==> src/rtl/sys_arr_pkg.sv <==
// Shared types and helpers for the sys_arr_nxn systolic matrix multiplier.
package sys_arr_pkg;

    typedef enum logic [1:0] {IDLE, LOAD, RUN, DONE} state_t;

    // Rising edges from the accepting edge to valid: LOAD, a feed-priming cycle, 3N-2 steps, result register.
    function automatic int sys_arr_latency(input int n);
        return 3 * n + 1;
    endfunction

endpackage

==> src/rtl/sys_arr_pe.sv <==
// Systolic processing element: registered A/B pass-through plus an unsigned multiply-accumulate.
module sys_arr_pe #(
    parameter int DW = 8,
    parameter int AW = 17
) (
    input  logic          clk,
    input  logic          rst,
    input  logic          clr,
    input  logic [DW-1:0] a_in,
    input  logic [DW-1:0] b_in,
    output logic [DW-1:0] a_out,
    output logic [DW-1:0] b_out,
    output logic [AW-1:0] acc
);

    logic [2*DW-1:0] prod;

    assign prod = a_in * b_in;

    always_ff @(posedge clk) begin
        if (rst || clr) begin
            a_out <= '0;
            b_out <= '0;
            acc   <= '0;
        end else begin
            a_out <= a_in;
            b_out <= b_in;
            acc   <= acc + AW'(prod);
        end
    end

endmodule

==> src/rtl/sys_arr_nxn.sv <==
// N x N output-stationary systolic multiplier, C = A x B, unsigned.
// Define SYS_ARR_SATURATE_EN to clamp results to 2^CW-1 instead of wrapping.
module sys_arr_nxn
    import sys_arr_pkg::*;
#(
    parameter int N  = 3,
    parameter int DW = 8,
    parameter int CW = 2*DW + $clog2(N) + 1
) (
    input  logic              clk,
    input  logic              rst,
    input  logic              start,
    input  logic [N*N*DW-1:0] a_flat,
    input  logic [N*N*DW-1:0] b_flat,
    output logic              busy,
    output logic              valid,
    output logic [N*N*CW-1:0] c_flat
);

    localparam int AW   = 2*DW + $clog2(N) + 1;
    localparam int LAT  = sys_arr_latency(N);
    localparam int CNTW = $clog2(LAT);
    localparam logic [CNTW-1:0] LAST = CNTW'(LAT - 2);

    state_t                    state_q, state_d;
    logic                      accept;
    logic                      clr;
    logic [CNTW-1:0]           cnt;
    logic [N*N*DW-1:0]         a_q, b_q;
    logic [N-1:0][DW-1:0]      a_feed, b_feed;
    logic [N-1:0][N-1:0][DW-1:0] a_h, b_v;
    logic [N*N-1:0][AW-1:0]    acc;
    logic [N*N*CW-1:0]         c_nxt;

    function automatic logic [CW-1:0] reduce(input logic [AW-1:0] v);
`ifdef SYS_ARR_SATURATE_EN
        localparam int XW = (AW > CW) ? AW : CW;
        if (XW'(v) > XW'({CW{1'b1}}))
            return {CW{1'b1}};
`endif
        return CW'(v);
    endfunction

    always_comb begin
        state_d = state_q;
        accept  = 1'b0;
        case (state_q)
            IDLE, DONE: if (start) begin
                accept  = 1'b1;
                state_d = LOAD;
            end
            LOAD:    state_d = RUN;
            RUN:     if (cnt == LAST) state_d = DONE;
            default: state_d = IDLE;
        endcase
    end

    assign busy = (state_q == LOAD) || (state_q == RUN);
    assign clr  = (state_q == LOAD);

    always_ff @(posedge clk) begin
        if (rst) begin
            state_q <= IDLE;
            cnt     <= '0;
            a_q     <= '0;
            b_q     <= '0;
            valid   <= 1'b0;
            c_flat  <= '0;
        end else begin
            state_q <= state_d;
            cnt     <= (state_q == RUN) ? cnt + 1'b1 : '0;
            if (accept) begin
                a_q   <= a_flat;
                b_q   <= b_flat;
                valid <= 1'b0;
            end
            if (state_q == RUN && cnt == LAST) begin
                c_flat <= c_nxt;
                valid  <= 1'b1;
            end
        end
    end

    // Edge feeders: row i of A and column i of B enter skewed by i cycles.
    for (genvar i = 0; i < N; i++) begin : g_feed
        logic [DW-1:0] a_nxt, b_nxt;

        always_comb begin
            int k;
            k     = int'(cnt) - i;
            a_nxt = '0;
            b_nxt = '0;
            if (state_q == RUN) begin
                for (int j = 0; j < N; j++) begin
                    if (k == j) begin
                        a_nxt = a_q[(i*N + j)*DW +: DW];
                        b_nxt = b_q[(j*N + i)*DW +: DW];
                    end
                end
            end
        end

        always_ff @(posedge clk) begin
            if (rst || clr) begin
                a_feed[i] <= '0;
                b_feed[i] <= '0;
            end else begin
                a_feed[i] <= a_nxt;
                b_feed[i] <= b_nxt;
            end
        end
    end

    for (genvar r = 0; r < N; r++) begin : g_row
        for (genvar c = 0; c < N; c++) begin : g_col
            logic [DW-1:0] a_in, b_in;

            if (c == 0) begin : g_aw
                assign a_in = a_feed[r];
            end else begin : g_ai
                assign a_in = a_h[r][c-1];
            end
            if (r == 0) begin : g_bn
                assign b_in = b_feed[c];
            end else begin : g_bi
                assign b_in = b_v[r-1][c];
            end

            sys_arr_pe #(.DW(DW), .AW(AW)) u_pe (
                .clk   (clk),
                .rst   (rst),
                .clr   (clr),
                .a_in  (a_in),
                .b_in  (b_in),
                .a_out (a_h[r][c]),
                .b_out (b_v[r][c]),
                .acc   (acc[r*N + c])
            );

            assign c_nxt[(r*N + c)*CW +: CW] = reduce(acc[r*N + c]);
        end
    end

endmodule

==> config.mk <==
export PLATFORM = sky130hd
export DESIGN_NAME = sys_arr_nxn
export DESIGN_NICKNAME = d
export VERILOG_FILES = /design/src/rtl/sys_arr_pkg.sv /design/src/rtl/sys_arr_pe.sv /design/src/rtl/sys_arr_nxn.sv
export SDC_FILE = /design/constraint.sdc
export NUM_CORES = 2
export LEC_CHECK = 0
export ABC_AREA = 1
export BUFFER_PORTS_ARGS = -buffer_cell sky130_fd_sc_hd__buf_2
export CAP_MARGIN = 20
export CORE_MARGIN = 10
export CORE_UTILIZATION = 57
export DETAILED_ROUTE_END_ITERATION = 8
export PLACE_DENSITY = 0.79
export SYNTH_ARGS = -nofsm -noshare
export SYNTH_HDL_FRONTEND = slang
export SYNTH_SLANG_ARGS = --single-unit
==> constraint.sdc <==
create_clock -name clk -period 4.2 [get_ports clk]
set_clock_uncertainty 0.2 [all_clocks]
set_input_delay 0.63 -clock clk [delete_from_list [all_inputs] [get_ports clk]]
set_output_delay 0.63 -clock clk [all_outputs]
set_load 0.02 [all_outputs]
==> results.md <==
- Die X: 311 um
- Root buf cell: clkbuf_16
- Worst setup SP type: register
- Net Sw Power: 4360 uW
- Register bit total from synthesis: 637
- Synth unique cells: 32
- Synth top area share: 26.5%
- Status: finished clean
- Post-Syn Area: 48100 um2
- 1st-iter DRT viols: 2657
- Register area: 13000 um2
- Core Footprint: 83700 um2
- Routed wire per std cell: 14.8 um
- Die ar.: 96400 um2
- Multi-input gate area: 27700 um2
- Worst Hold Path Cells: 3
- Area Overhead vs Synth: 12.9%
- CTS sink count: 637
- Final ANT Viol Nets: 0
- WP data arrival: 4.47 ns
- Worst EP required: 4.48 ns
- CP Class: reg -> reg
- Total track usage: 24.7%
- Vias per inst: 4.93
- Comb pwr share: 13.2%
- Synth Instances: 6761
- Power share of the clock group: 42.7%
- Num CTS Buffers: 72
- Core Rows: 106
- Fmax: 0.239 GHz
- Worst-Margin Slew: 1.05 ns
- Pint: 11000 uW
- Vias after detailed routing: 40174
- Tmin final: 4.19 ns
- Worst R2R Setup Slack: 0.01 ns
- Synth top area cells: dfxtp_1 27%, fa_1 19%, inv_1 15%, nand2_1 11%, ha_1 10%
- Worst VDD drop: 0.000452 V
- P_leak: 0.0305 uW
- HP Start: a_flat[23]
- Die extent in y: 311 um
- Sw frac: 28.4%
- Vias in the first global route: 40052
- First-pass GRT wire length: 199000 um
- Layout cells sized above 1: 11.8%
- Routed WL: 121000 um
- RR Endpoint: g_row[1].g_col[1].u_pe.acc[13]
- Crit-path max FO: 6
- Synthesized area per cell: 7.12 um2
- R2r startpoint: g_row[1].g_col[0].u_pe.a_out[6]
- Later-pin clock latency in the skew report: 0.62 ns
- Setup Viol. Count Final: 0
- GR Overflow Total: 0
- Final layout net count: 7947
- Io pins: 320
- MaxCap Viol Count: 0
- Placer Congestion: 0.924
- Fillers: 7196
- Cell Pwr Density: 283 nW/um2
- Final hold viol count: 0
- CP Capture Type: register
- Final period util: 99.6%
- Worst-case clock buffer depth: 3
- H-tree lvl count: 3
- Worst-path clk slew: 0.06 ns
- Sequential share of power: 44.1%
- Total power: 15400 uW
- DRC: 0
- Worst slew margin: 30.1%
- Post-synth net total: 7741
- DR pass1 iterations: 6
- Register area share after synthesis: 26.5%
- Initial core utilization: 57.5%
- WHS Endpoint: a_q[23]
- Post-DP HPWL: 95000 um
- Largest net degree at the start of global routing: 118
- Synth area leader: dfxtp_1
- Antenna violations before repair: 3
- Final max-slew violation count: 0
- HP Class: in -> reg
- Hold Buf Count CTS: 0
- Yosys warnings: 0
- Reg2Reg Depth: 17
- RSZ-0062 raised after global routing: true
- CTS tree: done
- IO Port Bufs: 319
- WHS: 0.0629 ns
[layout make-up]
type | instances | area share [%]
flip-flops and latches | 637 | 23.9
clock buffers | 90 | 3.68
clock inverters | 37 | 0.825
inverters | 1932 | 13.4
multi-input cells | 3890 | 50.9
diodes | 2 | 0.00921
repair buffers | 434 | 4.64
well taps | 1134 | 2.61
[critical path: stages (launching register included)]
cell      delay, ns
dfxtp_2        0.38
nand2_1        0.10
fa_1           0.54
inv_1          0.05
fa_1           0.49
fa_1           0.49
inv_1          0.04
fa_1           0.48
inv_1          0.04
ha_1           0.33
nand2_1        0.12
inv_1          0.07
nand2_1        0.11
nand2_1        0.06
nand2_1        0.06
nand3b_1       0.11
o21ai_0        0.28
nor2_1         0.09
[how the worst max path moves through the flow]
stage                                               start                        endpoint  slack, ns  cells after the start
after global routing      g_row[1].g_col[0].u_pe.a_out[6]  g_row[1].g_col[1].u_pe.acc[13]      -0.13                     17
after detailed placement        g_row[0].g_col[2].b_in[2]  g_row[0].g_col[2].u_pe.acc[11]      -0.14                     18
after CTS                       g_row[0].g_col[2].b_in[3]  g_row[0].g_col[2].u_pe.acc[17]      0.009                     16
final                     g_row[1].g_col[0].u_pe.a_out[6]  g_row[1].g_col[1].u_pe.acc[13]       0.01                     17
after floorplan           g_row[0].g_col[2].u_pe.b_out[0]  g_row[1].g_col[2].u_pe.acc[17]       0.21                     17
after global placement          g_row[0].g_col[2].b_in[2]  g_row[0].g_col[2].u_pe.acc[18]      -0.06                     16
[metrics by stage]
step / cell area (um2) / setup TNS [ns] / worst slack, ns / utilization (%) / instances
6_report: 54300 / 0 / 0.0147 / 64.9 / 8156
5_1_grt: 54300 / -0.565 / -0.127 / 64.9 / 8154
4_1_cts: 53400 / 0 / 0.00913 / 63.8 / 8154
3_5_place_dp: 50900 / -0.879 / -0.141 / 60.8 / 8027
3_3_place_gp: 50900 / -0.174 / -0.0593 / 60.8 / 8026
2_1_floorplan: 48100 / 0 / 0.207 / - / 6761
[synth_stat cells]
cell type and number:
o21ai_1 1, and2_1 25, inv_1 1927, nand2_4 1, o21ai_0 402, fa_1 450, buf_4 6, nand2_2 1
nor3b_1 1, ha_1 383, nand4_1 1, nor2_4 2, dfxtp_1 637, inv_2 5, clkbuf_2 1, o21a_1 8
nand3_1 237, a21oi_1 387, nand4_2 1, buf_2 24, nor3_4 1, nand3_4 1, nand3b_1 30, nor2_1 553
nor3_2 1, nor3_1 2, o21bai_1 16, o211ai_1 1, buf_6 1, nand2_1 1382, nor2_2 3, clkbuf_1 270
[state kept, by name (all words and copies together) (netlist names)]
register,flops
g_row.g_col.u_pe.acc,171
state_q,2
c_flat,171
g_row.g_col.u_pe.a_out,48
a_q,72
g_row.g_col.b_in,24
g_row.g_col.u_pe.b_out,48
b_q,72
valid,1
cnt,4
g_row.g_col.a_in,24
[cell usage in the layout, fill, tap and decap left out, drive strengths merged]
master,count
buf,434
nand2,1384
dfxtp,637
ha,383
a21oi,387
nand4,2
clkbuf,90
fa,450
nor3,4
nor3b,1
o21ai,403
o21a,8
diode,2
o211ai,1
nor2,558
clkinvlp,6
bufinv,8
o21bai,16
inv,1935
and2,25
nand3,238
nand3b,30
clkinv,20
[kinds of logic after synthesis]
family / after synthesis / synth area share, %
buffers and inverters: 2234 / 17.6
AO/OA/AOI/OAI: 815 / 8.61
AND/OR/NAND/NOR: 2242 / 18.6
flip-flops: 637 / 26.5
adder cells (fa/ha/maj): 833 / 28.7
[power groups by stage]
| stage | Combinational (uW) | Sequential (uW) | Clock [uW] |
|---|---|---|---|
| after floorplan | 1450 | 6850 | 0 |
| after global placement | 1960 | 6920 | 0 |
| after detailed placement | 2010 | 6940 | 0 |
| after CTS | 2020 | 6810 | 6680 |
| after global routing | 2290 | 6830 | 6930 |
| final | 2040 | 6790 | 6560 |
[routing by layer]
metal  track usage (%)  part of all wire (%)  vias up
li1                  -                     -    20124
met2              41.8                    48     1194
met3              4.06                   6.4      180
met1              32.0                    43    18674
met4              7.73                   2.9        2
met5                 0                0.0058        -
[repair_timing]
action	CTS	global route
endpoints found under the setup margin	20	105
pin swaps	0	12
gates resized for setup	14	294
setup buffers	0	0
Power figures use the tool's default switching activity.
